$ cat src/rtl/rr_arbiter8.sv
// Purpose : round-robin arbiter granting one 8-way resource to one of 8 requesters,
//           with a hold timeout and a mandatory one-cycle dead gap between owners.
// Latency : req sampled at a rising edge is reflected in the registered grant right after that edge.
//           Backpressure: none; a requester holds req for as long as it wants ownership,
//           and the arbiter revokes ownership after MAX_HOLD cycles.
//
// Ports:
//   clk        system clock, all state on the rising edge
//   rst_n      asynchronous active-low reset
//   req[7:0]   level request vector, bit n = requester n
//   gnt[7:0]   registered one-hot grant (8'h00 while no grant is active)
//   gnt_idx    registered index of the current or most recent owner
//   gnt_valid  registered, high while a grant is active
//   timeout    registered one-cycle pulse, high in the gap cycle after a forced release

module rr_arbiter8 #(
  parameter int MAX_HOLD = 16,
  parameter int CNT_W    = 5
) (
  input  logic       clk,
  input  logic       rst_n,
  input  logic [7:0] req,
  output logic [7:0] gnt,
  output logic [2:0] gnt_idx,
  output logic       gnt_valid,
  output logic       timeout
);

  typedef enum logic [1:0] {
    IDLE    = 2'd0,
    GRANT   = 2'd1,
    RELEASE = 2'd2
  } state_t;

  localparam logic [CNT_W-1:0] MAX_CNT = CNT_W'(MAX_HOLD);
  localparam logic [CNT_W-1:0] ONE_CNT = CNT_W'(1);

  state_t             state, state_nxt;
  logic [CNT_W-1:0]   hold_cnt, hold_cnt_nxt;
  logic [2:0]         last, last_nxt;
  logic [7:0]         gnt_nxt;
  logic [2:0]         gnt_idx_nxt;
  logic               gnt_valid_nxt;
  logic               timeout_nxt;

  logic               win_vld;
  logic [2:0]         win_idx;

  // Same 3-to-8 mapping as the shared decoder: index n drives bit n.
  function automatic logic [7:0] dec3to8(input logic [2:0] idx);
    dec3to8 = 8'h01 << idx;
  endfunction

  // Rotating priority search starting just above the last owner. Offset 8
  // wraps back to the last owner itself, so it only wins when it is the sole
  // requester; that is what makes a timed-out holder wait its turn.
  always_comb begin
    logic [2:0] cand;
    win_vld = 1'b0;
    win_idx = last;
    cand    = last;
    for (int k = 1; k <= 8; k++) begin
      cand = last + 3'(k);
      if (!win_vld && req[cand]) begin
        win_vld = 1'b1;
        win_idx = cand;
      end
    end
  end

  // Next-state and next-output logic. timeout defaults low so it can only
  // ever be a single-cycle pulse.
  always_comb begin
    state_nxt     = state;
    hold_cnt_nxt  = hold_cnt;
    last_nxt      = last;
    gnt_nxt       = gnt;
    gnt_idx_nxt   = gnt_idx;
    gnt_valid_nxt = gnt_valid;
    timeout_nxt   = 1'b0;

    unique case (state)
      IDLE, RELEASE: begin
        if (win_vld) begin
          state_nxt     = GRANT;
          gnt_idx_nxt   = win_idx;
          gnt_valid_nxt = 1'b1;
          gnt_nxt       = dec3to8(win_idx);
          hold_cnt_nxt  = ONE_CNT;
        end else begin
          state_nxt     = IDLE;
          gnt_nxt       = 8'h00;
          gnt_valid_nxt = 1'b0;
        end
      end

      GRANT: begin
        // Only the owner's request matters here; nobody can preempt it.
        if (!req[gnt_idx]) begin
          // A voluntary drop wins over a coincident timeout.
          state_nxt     = RELEASE;
          gnt_nxt       = 8'h00;
          gnt_valid_nxt = 1'b0;
          last_nxt      = gnt_idx;
        end else if (hold_cnt >= MAX_CNT) begin
          state_nxt     = RELEASE;
          gnt_nxt       = 8'h00;
          gnt_valid_nxt = 1'b0;
          timeout_nxt   = 1'b1;
          last_nxt      = gnt_idx;
        end else begin
          hold_cnt_nxt  = hold_cnt + ONE_CNT;
        end
      end

      default: begin
        // Unreachable encoding: recover to a clean idle.
        state_nxt     = IDLE;
        hold_cnt_nxt  = '0;
        gnt_nxt       = 8'h00;
        gnt_idx_nxt   = 3'd0;
        gnt_valid_nxt = 1'b0;
      end
    endcase
  end

  always_ff @(posedge clk or negedge rst_n) begin
    if (!rst_n) begin
      state     <= IDLE;
      hold_cnt  <= '0;
      last      <= 3'd7;
      gnt       <= 8'h00;
      gnt_idx   <= 3'd0;
      gnt_valid <= 1'b0;
      timeout   <= 1'b0;
    end else begin
      state     <= state_nxt;
      hold_cnt  <= hold_cnt_nxt;
      last      <= last_nxt;
      gnt       <= gnt_nxt;
      gnt_idx   <= gnt_idx_nxt;
      gnt_valid <= gnt_valid_nxt;
      timeout   <= timeout_nxt;
    end
  end

  // Output invariants: grant is never multi-hot and always agrees with the
  // valid flag and the index.
  a_gnt_onehot0 : assert property (@(posedge clk) disable iff (!rst_n)
    $onehot0(gnt));
  a_gnt_matches : assert property (@(posedge clk) disable iff (!rst_n)
    gnt == (gnt_valid ? dec3to8(gnt_idx) : 8'h00));

endmodule

$ cat config.mk
export PLATFORM = sky130hd
export DESIGN_NAME = rr_arbiter8
export DESIGN_NICKNAME = d
export VERILOG_FILES = /design/src/rtl/rr_arbiter8.sv
export SDC_FILE = /design/constraint.sdc
export NUM_CORES = 1
export LEC_CHECK = 0
export ABC_AREA = 1
export BUFFER_PORTS_ARGS = -buffer_cell sky130_fd_sc_hd__buf_2
export CORE_MARGIN = 10
export CORE_UTILIZATION = 53
export DETAILED_ROUTE_END_ITERATION = 8
export MAX_ROUTING_LAYER = met4
export PLACE_DENSITY_LB_ADDON = 0.08
export REMOVE_ABC_BUFFERS = 1
export SYNTH_ARGS = -nofsm -noshare
export SYNTH_HDL_FRONTEND = slang
export SYNTH_SLANG_ARGS = --single-unit
export TNS_END_PERCENT = 100
$ cat constraint.sdc
create_clock -name clk -period 2.85 [get_ports clk]
set_clock_uncertainty 0.1 [all_clocks]
set_input_delay 0.57 -clock clk [delete_from_list [all_inputs] [get_ports clk]]
set_output_delay 0.57 -clock clk [all_outputs]
set_load 0.01 [all_outputs]
* After elaboration in Yosys (flattened, before gate mapping)
Cells that the tools add are included.
** Cells by class
- Add/sub/neg operators :: 8
- Magnitude comparators :: 10
- Equality and inequality tests :: 7
- Shift operators :: 1
- Multiplexer cells :: 57
- Bitwise logic cells :: 1
- Reduce and logical (&&, ||, !) cells :: 19
** Operators with widths (count)
- 3-bit by 4-bit less-than comparator with 1-bit output (second input constant) :: 9
- 3-bit 2-to-1 mux :: 11
- 1-bit binary-select mux with 3-bit select :: 9
- 1-bit 2-to-1 mux :: 24
- 8-bit 2-to-1 mux :: 3
- 8-bit case mux with 2 select lines :: 1
- 5-bit 2-to-1 mux :: 3
- 3-bit adder (second input constant) :: 4
- 5-bit case mux with 2 select lines :: 1
- 1-bit by 3-bit left shift with 8-bit output (first input constant) :: 1
- 1-bit logical AND :: 7
- 1-bit logical NOT :: 7
- 3-bit by 2-bit adder with 3-bit output (second input constant) :: 2
- 2-bit inequality test (second input constant) :: 3
- 3-bit case mux with 2 select lines :: 1
- 5-bit by 1-bit adder with 5-bit output (second input constant) :: 1
- 5-bit >= comparator (second input constant) :: 1
- 2-bit 2-to-1 mux :: 2
- 2-bit case mux with 2 select lines :: 1
- 2-bit AND reduction :: 2
- 3-bit by 1-bit adder with 3-bit output (second input constant) :: 1
- 3-bit inequality test (second input constant) :: 1
- 3-bit AND reduction :: 1
- 2-bit by 1-bit == test with 1-bit output (second input constant) :: 1
- 6 further kinds :: 6
** Word-level totals
- Register bits :: 23
- Output and inout bits :: 13

* Longest topological paths before layout
Gate-level depths: netlist (run 1).
- Word-level depth :: 28
- Mapped depth :: 20
- Mapped depth without buffers :: 19

* Least setup slack after synthesis (run 1)
OpenSTA, ideal clock, no wires.
- Path kind :: register to register
- From :: register last[0]
- To :: register gnt[2]
- Library setup time :: 0.116 ns
- Arrival time :: 2.357 ns
- Slack :: 0.277 ns
- Stages on the path, launching flop included :: 16
- Clock period less this slack :: 2.573 ns
- Cells stage by stage :: dfstp_2 -> inv_2 -> buf_6 -> ha_1 -> inv_1 -> nand3_2 -> nand3_2 -> nand2_4 -> nor2_4 -> nand4_4 -> nor2_4 -> nand3_1 -> nand2_2 -> a21oi_2 -> nand2_1 -> nand2_1
** On the way
- Longest elaborated chain between the ends :: 28
- Elaborated cells on any way between the ends :: 56
- Those cells by class :: add/sub: 7; shift: 1; mux: 34; reduce/logical: 14
** RTL lines
- from (decl) :: RTL line 40 : logic [2:0] last, last_nxt;
- from (signal assigned) :: RTL line 139 : last <= last_nxt;
- 3-bit by 1-bit adder with 3-bit output :: RTL line 63 : cand = last + 3'(k);
- 1-bit binary-select mux with 3-bit select :: RTL line 64 : if (!win_vld && req[cand]) begin
- 1-bit 2-to-1 mux (not written as such) :: RTL line 64
- 1-bit 2-to-1 mux :: RTL line 64
- 1-bit logical NOT :: RTL line 64
- 1-bit logical AND :: RTL line 64
- 1-bit 2-to-1 mux :: RTL line 64
- 1-bit logical NOT :: RTL line 64
- (+12 left out)
- 1-bit logical AND :: RTL line 64
- 1-bit 2-to-1 mux :: RTL line 64
- 1-bit logical NOT :: RTL line 64
- 1-bit logical AND :: RTL line 64
- 3-bit 2-to-1 mux :: RTL line 64
- 1-bit by 3-bit left shift with 8-bit output :: RTL line 51 : dec3to8 = 8'h01 << idx;
- 8-bit 2-to-1 mux (*) :: RTL line 84 : if (win_vld) begin
- 8-bit case mux with 2 select lines (*) :: RTL line 82 : unique case (state)
- to (signal assigned) :: RTL line 140 : gnt <= gnt_nxt;
- to (decl) :: RTL line 23 : output logic [7:0] gnt,
Mark *: on every way between the ends. The rest lies on a longest branch, timed or not. The select of a mux whose other input is x is not followed.
A chain may end at the register's enable or synchronous reset.

* Worst setup path in the final report (run 1)
- From :: register last[1]
- To :: register hold_cnt[3]
** On the way
- Longest elaborated chain between the ends :: 27
- Elaborated cells on any way between the ends :: 47
- Those cells by class :: add/sub: 7; eq/ne: 1; mux: 24; reduce/logical: 15
** RTL lines
- 3-bit by 1-bit adder with 3-bit output :: RTL line 63
- 1-bit binary-select mux with 3-bit select :: RTL line 64
- 1-bit 2-to-1 mux (not written as such) :: RTL line 64
- 1-bit 2-to-1 mux :: RTL line 64
- 1-bit logical NOT :: RTL line 64
- 1-bit logical AND :: RTL line 64
- 1-bit 2-to-1 mux :: RTL line 64
- 1-bit logical NOT :: RTL line 64
- (+11 left out)
- 1-bit logical NOT :: RTL line 64
- 1-bit logical AND :: RTL line 64
- 1-bit 2-to-1 mux :: RTL line 64
- 1-bit logical NOT :: RTL line 64
- 1-bit logical AND :: RTL line 64
- 1-bit 2-to-1 mux (*) :: RTL line 64
- 2-bit inequality test (no line) (*)
- 3-bit AND reduction (no line) (*)
- to (signal assigned) :: RTL line 138 : hold_cnt <= hold_cnt_nxt;
- to (decl) :: RTL line 39 : logic [CNT_W-1:0] hold_cnt, hold_cnt_nxt;
Marked as above.

==> summary.md, run 1 <==
| Metric | Value |
|---|---|
| Status | complete, no violations |
| Sum of negative setup slack | 0 ns |
| Setup Viol. Count Final | 0 |
| Post-CTS Setup Bufs | 0 |
| HP Class | input pin to async pin |
| Max cap viols | 0 |
| Crit start category | flop |
| Register area share after synthesis | 30.1% |
| Design area | 0.00213 mm² |
| IO buf count | 22 |
| Yosys top cell by area | dfrtp_1 |
| Fin Hold WS | 0.114 ns |
| Final period util | 90.6% |
| Worst-Skew Late Latency | 0.30 ns |
| Met3 Use GR | 3.56% |
| Area growth syn-to-layout | 10.6% |
| Vias in the first global route | 1742 |
| CTS H-Tree Depth | 1 |
| Max stage delay on crit path | 0.55 ns |
| Top-area cell type share of the netlist area | 26.0% |
| FMAX | 387 MHz |
| Initial antenna violation count | 0 |
| Post-DP HPWL | 3590 µm |
| Synth cell types | 34 |
| Row count | 21 |
| Drt total wl | 4360 µm |
| Global-route wire length before repair | 7750 µm |
| Post-synth EDFFs | 0 |
| Relative slew slack | 67.4% |
| GRT Total Usage | 14.9% |
| # diodes | 0 |
| Met2 usage | 24.1% |
| Yosys warnings | 0 |
| FF+latch count, synth | 23 |
| Clock transition at the registers of the reported paths | 0.12 ns |
| Total grt overflow | 0 |
| Crit path max fanout | 9 |
| Via-to-Cell Ratio | 5.25 |
| Post-Syn Area | 0.00193 mm² |
| Tmin final | 2.58 ns |
| Final GP Congestion | 0.921 |
| Syn avg cell area | 7.03 µm² |
| Ys flop type | dfrtp_1 |
| Die Y | 80.3 µm |
| Initial core utilization | 56.4% |
| Gate Count Post-Synth | 274 |
| Final Slew Violations | 0 |
| DRC Markers | 0 |
| Final net count | 316 |
| Core area | 0.00342 mm² |
| Grt peak-use layer | met2 |
| Cell Chain, Critical Path | inv_2, ha_1, buf_4, nand3_1, nand3_2, nand2_4, nor2_4, nand4_4, nor2_4, nand4_1, nand2_2, nand2_1, o31ai_1 |
| Num CTS Buffers | 3 |
| DR pass1 iterations | 4 |
| Post-synth top cells | nand2_1, nand3_1, dfrtp_1, inv_1, nand2_2 |
| Clock tree sinks | 23 |
| Largest net degree at the start of global routing | 24 |
| Clock Tree Buf Depth | 2 |
| Met1 usage | 18.9% |
| CP endpoint kind | flop |
| DIE WIDTH | 80.3 µm |
| Filler cells | 333 |
| Core Util, Final | 62.3% |
| CTS tree | built |
| Placed inst area | 0.00210 mm² |
| Final Hold Fails | 0 |
| Most Frequent Cell on Critical Path | nor2_4 |
| Initial DRC Count | 78 |
| Routed Antenna Nets | 0 |
| Share of cells above drive strength 1 | 28.9% |
| IO Pins | 23 |
| Data required, critical path | 2.96 ns |
| Post-synthesis async set-or-reset flop share | 100% |
| Slowest CP cell | dfstp_2 |
| Routed wire per std cell | 12.6 µm |
| Unrepaired setup endpoints after global routing | false |
| Synth area leaders | dfrtp_1, nand2_1, nand3_1 |
| WP data arrival | 2.69 ns |
| Least-Margin Pin Slew | 0.488 ns |
| Via count | 1821 |
| CP Class | flop to flop |
| Die area | 0.00644 mm² |
| Clk Tree Root Cell | clkbuf_4 |
| Cell with the most instances after synthesis | nand2_1 |
-- cell type report --
| cell class | instances | area (µm²) | share of cell area (%) |
|---|---|---|---|
| Clock buffer | 3 | 22.5 | 1.06 |
| Inverter | 30 | 113 | 5.29 |
| Tap cell | 46 | 57.6 | 2.70 |
| Timing Repair Buffer | 27 | 148 | 6.93 |
| Multi-Input combinational cell | 217 | 1200 | 56.6 |
| Sequential cell | 23 | 579 | 27.2 |
| Clock inverter | 1 | 5.00 | 0.235 |
-- worst max-delay path, delay by kind of cell (launching register included) --
family	cells	cell delay (ns)
buffers and inverters	2	0.22
AO/OA/AOI/OAI	1	0.07
adder cells (fa/ha/maj)	1	0.31
flip-flops	1	0.55
AND/OR/NAND/NOR	9	1.24
-- metrics by stage --
step                worst slack [ns]  cells
floorplan                      0.219    270
global placement               0.296    343
detailed placement             0.287    343
CTS                            0.244    347
global route                  0.0150    347
finish                         0.267    347
-- cells by family (layout without fill, tap and decap cells) --
group	after synthesis	count (layout)	synth area share, %
buffers and inverters	34	61	7.60
AND/OR/NAND/NOR	181	181	47.4
AO/OA/AOI/OAI	25	25	8.71
flip-flops	23	23	30.1
XOR/XNOR	7	7	3.57
adder cells (fa/ha/maj)	4	4	2.60
-- flip-flops by register name, indices dropped and copies added (netlist names) --
| register | cells |
|---|---|
| gnt | 8 |
| hold_cnt | 5 |
| gnt_idx | 3 |
| last | 3 |
| state | 2 |
| gnt_valid | 1 |
| timeout | 1 |
-- cell usage in the layout (no fill, tap or decap), drive strengths merged --
cell    instances
o31ai           3
nor2           20
xor2            5
inv            29
nand4           6
nand3          37
buf            27
nand2         117
o221ai          2
nand3b          1
dfstp           3
o22ai           2
o21bai          1
xnor2           2
a21oi           4
clkinv          2
clkbuf          3
a31oi           1
a211oi          1
ha              4
o21ai          11
dfrtp          20
-- path summary, 6_finish.rpt --
kind	endpoint	depth (start not counted)	from	slack, ns
setup / recovery	hold_cnt[3]	13	last[1]	0.27
hold / removal	gnt[2]	1	rst_n	0.11
max in group asynchronous	last[0]	1	rst_n	2.18
setup reg to reg	hold_cnt[3]	13	last[1]	0.27
min in group clk	gnt[2]	2	gnt[2]	0.39
hold reg to reg	gnt[2]	2	gnt[2]	0.39
-- what timing repair did --
action | in CTS | in global routing
setup endpoints to repair | 0 | 4
hold buffers | 0 | 0
resized for setup | 0 | 2
-- per-layer routing --
layer  wire [µm]  vias up
li1            -      938
met1        2110      839
met2        2020       40
met3         203        4
met4          36        0
met5           0        -
Power of run 1 is left out: the tool's default activity adds up to more than one toggle a clock period on the data nets, which glitch-free logic cannot reach.
==> inputs of run 2 (changes only) <==
--- a/config.mk
+++ b/config.mk
@@ -8,7 +8,7 @@
 export ABC_AREA = 1
 export BUFFER_PORTS_ARGS = -buffer_cell sky130_fd_sc_hd__buf_2
 export CORE_MARGIN = 10
-export CORE_UTILIZATION = 53
+export CORE_UTILIZATION = 40
 export DETAILED_ROUTE_END_ITERATION = 8
 export MAX_ROUTING_LAYER = met4
 export PLACE_DENSITY_LB_ADDON = 0.08
==> run 2 against run 1 <==
- highest routed layer is now met3
- die area is 24% higher
- worst setup slack got worse by 0.014 ns
- first-iteration DRC count fell by 6.4%
- flip-flop and latch count did not move
- cell count is 2.0% higher
- wire length is 7.4% higher
- global-route usage decreased by 2.0 points
- clock-buffer cell count stayed put
- core utilization down 17 points
- critical path depth increased by 1
- via count decreased by 3.9%
- largest cell class unchanged
- cell area grew 0.76%
==> summary.md, run 2 (synthesized netlist as in run 1, its figures left out) <==
| Metric | Value |
|---|---|
| Clock Tree Buf Depth | 2 |
| Post-DP HPWL | 3850 µm |
| Unrepaired setup endpoints after global routing | false |
| Met3 WL | 203 µm |
| Filler cells | 477 |
| DR top layer | met3 |
| Max cap viols | 0 |
| CP Class | flop to flop |
| Worst Setup SP | last[1] |
| CP endpoint kind | flop |
| Total grt overflow | 0 |
| Final GP Congestion | 0.847 |
| DR pass1 iterations | 5 |
| Crit path max fanout | 7 |
| CTS tree | built |
| Routed Antenna Nets | 0 |
| Max reg flops | 8 |
| FMAX | 385 MHz |
| Final Slew Violations | 0 |
| Final Hold Fails | 0 |
| Relative slew slack | 65.7% |
| Most used cells in the layout excluding fill and tap cells | nand2_1, nand3_1, buf_2, dfrtp_1, inv_1 |
| Tmin final | 2.60 ns |
| Routed wire per std cell | 13.2 µm |
| DRC Markers | 0 |
| Via count | 1750 |
| Status | complete, no violations |
| Worst-Skew Late Latency | 0.26 ns |
| # diodes | 0 |
| Via-to-Cell Ratio | 4.94 |
| Drt total wl | 4690 µm |
| GRT Total Usage | 13.0% |
| CTS H-Tree Depth | 1 |
| Largest register by flop count | gnt |
| Worst R2R Path Depth | 14 |
| Die Y | 89.4 µm |
| IO Pins | 23 |
| R2R Path Start | last[1] |
| Crit start category | flop |
| Final net count | 315 |
| WP data arrival | 2.66 ns |
| Vias in the first global route | 1703 |
| Met2 routed WL | 1970 µm |
| IO buf count | 22 |
| Share of cells above drive strength 1 | 28.7% |
| Setup Viol. Count Final | 0 |
| Sum of negative setup slack | 0 ns |
| Reg2reg setup slack | 0.25 ns |
| Initial DRC Count | 73 |
| Clock tree sinks | 23 |
| Commonest non-fill, non-tap cell in the layout | nand2_1 |
| Clock transition at the registers of the reported paths | 0.08 ns |
| Global-route wire length before repair | 8070 µm |
| Least-Margin Pin Slew | 0.514 ns |
| Initial antenna violation count | 0 |
| Met1 WL | 2510 µm |
| Area growth syn-to-layout | 11.4% |
| Post-CTS Setup Bufs | 0 |
| Data required, critical path | 2.91 ns |
| Worst R2R End | gnt[2] |
| Row count | 25 |
| Largest net degree at the start of global routing | 24 |
| Initial core utilization | 41.0% |
| Largest regs | gnt x8, hold_cnt x5 |
| HP Class | input pin to async pin |
| Num CTS Buffers | 3 |
| Die area | 0.00799 mm² |
| Final period util | 91.1% |
| Clk Tree Root Cell | clkbuf_8 |
| DIE WIDTH | 89.4 µm |
| Core area | 0.00469 mm² |
## run 2: per-stage QoR
step           setup WS [ns]  instance area, µm²  util, %  std cells  hold slack, ns
5_1_grt               0.0267                2150     45.7        354           0.194
3_5_place_dp           0.247                2100     44.7        350           0.362
6_report               0.253                2150     45.7        354           0.169
3_3_place_gp           0.242                2100     44.7        350           0.359
4_1_cts                0.229                2150     45.7        354           0.184
2_1_floorplan          0.219                1890        -        270           0.174
## run 2: layer usage
metal / global-route usage [%] / up-vias
met1: 18.5 / 778
met3: 2.64 / 0
met5: - / -
met2: 19.1 / 37
li1: - / 935
met4: 0.867 / 0
## run 2: how the worst max path moves through the flow
stage                   to  slack, ns  cells after the start
finish              gnt[2]       0.25                     14
global route        gnt[6]       0.03                     19
CTS                 gnt[2]       0.23                     14
detailed placement  gnt[2]       0.25                     14
global placement    gnt[7]       0.24                     16
floorplan           gnt[2]       0.22                     14
## run 2: worst max-delay path, cell delays in order, from the launching register on
cell and delay [ns]:
dfstp_2 0.54, inv_2 0.07, ha_1 0.30, buf_4 0.15, nand3_1 0.12, nand3_2 0.15, nand2_4 0.09, nor2_4 0.16
nand4_4 0.11, nor2_4 0.19, nand3_1 0.14, nand2_2 0.18, a21oi_2 0.08, nand2_1 0.07, nand2_1 0.04
## run 2: cell type report
cell class	instances	area (µm²)	area share, %
multi-input cells	217	1200	55.9
clock buffers	3	41.3	1.92
inverters	30	113	5.25
clock inverters	1	5.00	0.233
repair buffers	26	140	6.53
well taps	54	67.6	3.15
flip-flops and latches	23	579	27.0
## run 2: what timing repair did
action / CTS / global route
setup endpoints to repair: 0 / 2
gates resized for setup: 0 / 1
hold buffers: 0 / 0
Power of run 2 is left out for the same reason.
==> inputs of run 3 (changes only) <==
--- a/config.mk
+++ b/config.mk
@@ -11,7 +11,7 @@
 export CORE_UTILIZATION = 40
 export DETAILED_ROUTE_END_ITERATION = 8
 export MAX_ROUTING_LAYER = met4
-export PLACE_DENSITY_LB_ADDON = 0.08
+export PLACE_DENSITY = 0.61
 export REMOVE_ABC_BUFFERS = 1
 export SYNTH_ARGS = -nofsm -noshare
 export SYNTH_HDL_FRONTEND = slang
==> run 3 against run 2 <==
- via count increased by 0.86%
- wire length decreased by 1.4%
- global-route usage decreased by 0.37 points
- register-to-register slack about the same
- core utilization increased by 0.13 points
- highest routed layer is now met4
==> summary.md, run 3 (synthesized netlist as in run 1, its figures left out) <==
| Metric | Value |
|---|---|
| Crit start category | flop |
| Initial DRC Count | 117 |
| WP data arrival | 2.65 ns |
| DRC Markers | 0 |
| Die Y | 89.4 µm |
| Max reg flops | 8 |
| Clock Tree Buf Depth | 2 |
| DR pass1 iterations | 4 |
| Largest register by flop count | gnt |
| Total grt overflow | 0 |
| Worst R2R End | hold_cnt[3] |
| Instance count on the critical path | 13 |
| Via count | 1765 |
| CTS tree | built |
| Worst-Skew Late Latency | 0.26 ns |
| Initial antenna violation count | 0 |
| Relative slew slack | 66.3% |
| Final period util | 91.0% |
| Drt total wl | 4620 µm |
| Vias in the first global route | 1746 |
| R2R Path Start | last[1] |
| Final net count | 316 |
| Most Frequent Cell on Critical Path | nor2_4 |
| Row count | 25 |
| Final Slew Violations | 0 |
| Area growth syn-to-layout | 11.8% |
| Cell family with most CP delay | simple AND/OR/NAND/NOR gates |
| CP Class | flop to flop |
| Clk Tree Root Cell | clkbuf_8 |
| Resize count post-CTS | 0 |
| Least-Margin Pin Slew | 0.506 ns |
| Post-CTS Hold Fix Bufs | 0 |
| CTS H-Tree Depth | 1 |
| Routed Antenna Nets | 0 |
| Tmin final | 2.59 ns |
| Die area | 0.00799 mm² |
| # diodes | 0 |
| CP endpoint kind | flop |
| Clock tree sinks | 23 |
| DIE WIDTH | 89.4 µm |
| IO buf count | 22 |
| Max stage delay on crit path | 0.54 ns |
| Final GP Congestion | 0.921 |
| Unrepaired setup endpoints after global routing | false |
| HP Class | input pin to async pin |
| Crit path max fanout | 9 |
| Initial core utilization | 41.0% |
| WP buf/inv | 2 |
| Cell Chain, Critical Path | inv_2, ha_1, buf_4, nand3_1, nand3_2, nand2_4, nor2_4, nand4_4, nor2_4, nand4_1, nand2_2, nand2_1, o31ai_1 |
| GRT Total Usage | 12.6% |
| Max cap viols | 0 |
| Slowest CP cell | dfstp_2 |
| Via-to-Cell Ratio | 4.97 |
| Data required, critical path | 2.91 ns |
| Largest regs | gnt x8, hold_cnt x5 |
| Critical Path Sink | hold_cnt[3] |
| Status | complete, no violations |
| IO Pins | 23 |
| Setup Viol. Count Final | 0 |
| Worst Setup SP | last[1] |
| Routed wire per std cell | 13.0 µm |
| FMAX | 386 MHz |
| Most used cells in the layout excluding fill and tap cells | nand2_1, nand3_1, buf_2, dfrtp_1, inv_1 |
| Sum of negative setup slack | 0 ns |
| Num CTS Buffers | 3 |
| Post-DP HPWL | 3790 µm |
| Final Hold Fails | 0 |
| Largest net degree at the start of global routing | 24 |
| Global-route wire length before repair | 8020 µm |
| Share of cells above drive strength 1 | 28.6% |
| Commonest non-fill, non-tap cell in the layout | nand2_1 |
| Clock transition at the registers of the reported paths | 0.08 ns |
| Worst R2R Path Depth | 13 |
| Reg2reg setup slack | 0.26 ns |
| Core area | 0.00469 mm² |
| Post-CTS Setup Bufs | 0 |
## run 3: cell types whose count changed in the layout (fill, tap and decap cells not counted), sizes merged
cell / previous run / this run
clkinv: 2 / 1
clkbuf: 3 / 4
buf: 26 / 27
## run 3: layout make-up
cell class | count | area [µm²]
Inverter | 30 | 113
Fill cell | 497 | 2540
Tap cell | 54 | 67.6
Timing Repair Buffer | 27 | 148
Clock buffer | 4 | 45.0
Multi-Input combinational cell | 217 | 1200
Sequential cell | 23 | 579
## run 3: through the flow
stage | cells | cell area (µm²) | hold WS [ns] | utilization, % | setup slack, ns
after CTS | 355 | 2150 | 0.180 | 45.9 | 0.210
final | 355 | 2150 | 0.166 | 45.9 | 0.257
after global routing | 355 | 2150 | 0.192 | 45.9 | 0.0404
after floorplan | 270 | 1890 | 0.174 | - | 0.219
after detailed placement | 351 | 2110 | 0.361 | 44.9 | 0.220
after global placement | 351 | 2110 | 0.359 | 44.9 | 0.278
## run 3: layer usage
| layer | up-vias | track usage (%) | routed length [µm] |
|---|---|---|---|
| li1 | 935 | - | - |
| met1 | 780 | 15.9 | 2310 |
| met2 | 41 | 20.4 | 2010 |
| met3 | 9 | 2.37 | 237 |
| met4 | 0 | 2.89 | 63 |
| met5 | - | - | 0 |
## run 3: worst min path at each step
| stage | to | slack (ns) | cells past startpoint |
|---|---|---|---|
| detailed placement | gnt[1] | 0.36 | 2 |
| CTS | gnt[4] | 0.18 | 1 |
| finish | gnt[4] | 0.17 | 1 |
| global placement | gnt[3] | 0.36 | 2 |
| floorplan | gnt[0] | 0.17 | 0 |
| global route | gnt[4] | 0.19 | 1 |
Power of run 3 is left out for the same reason.
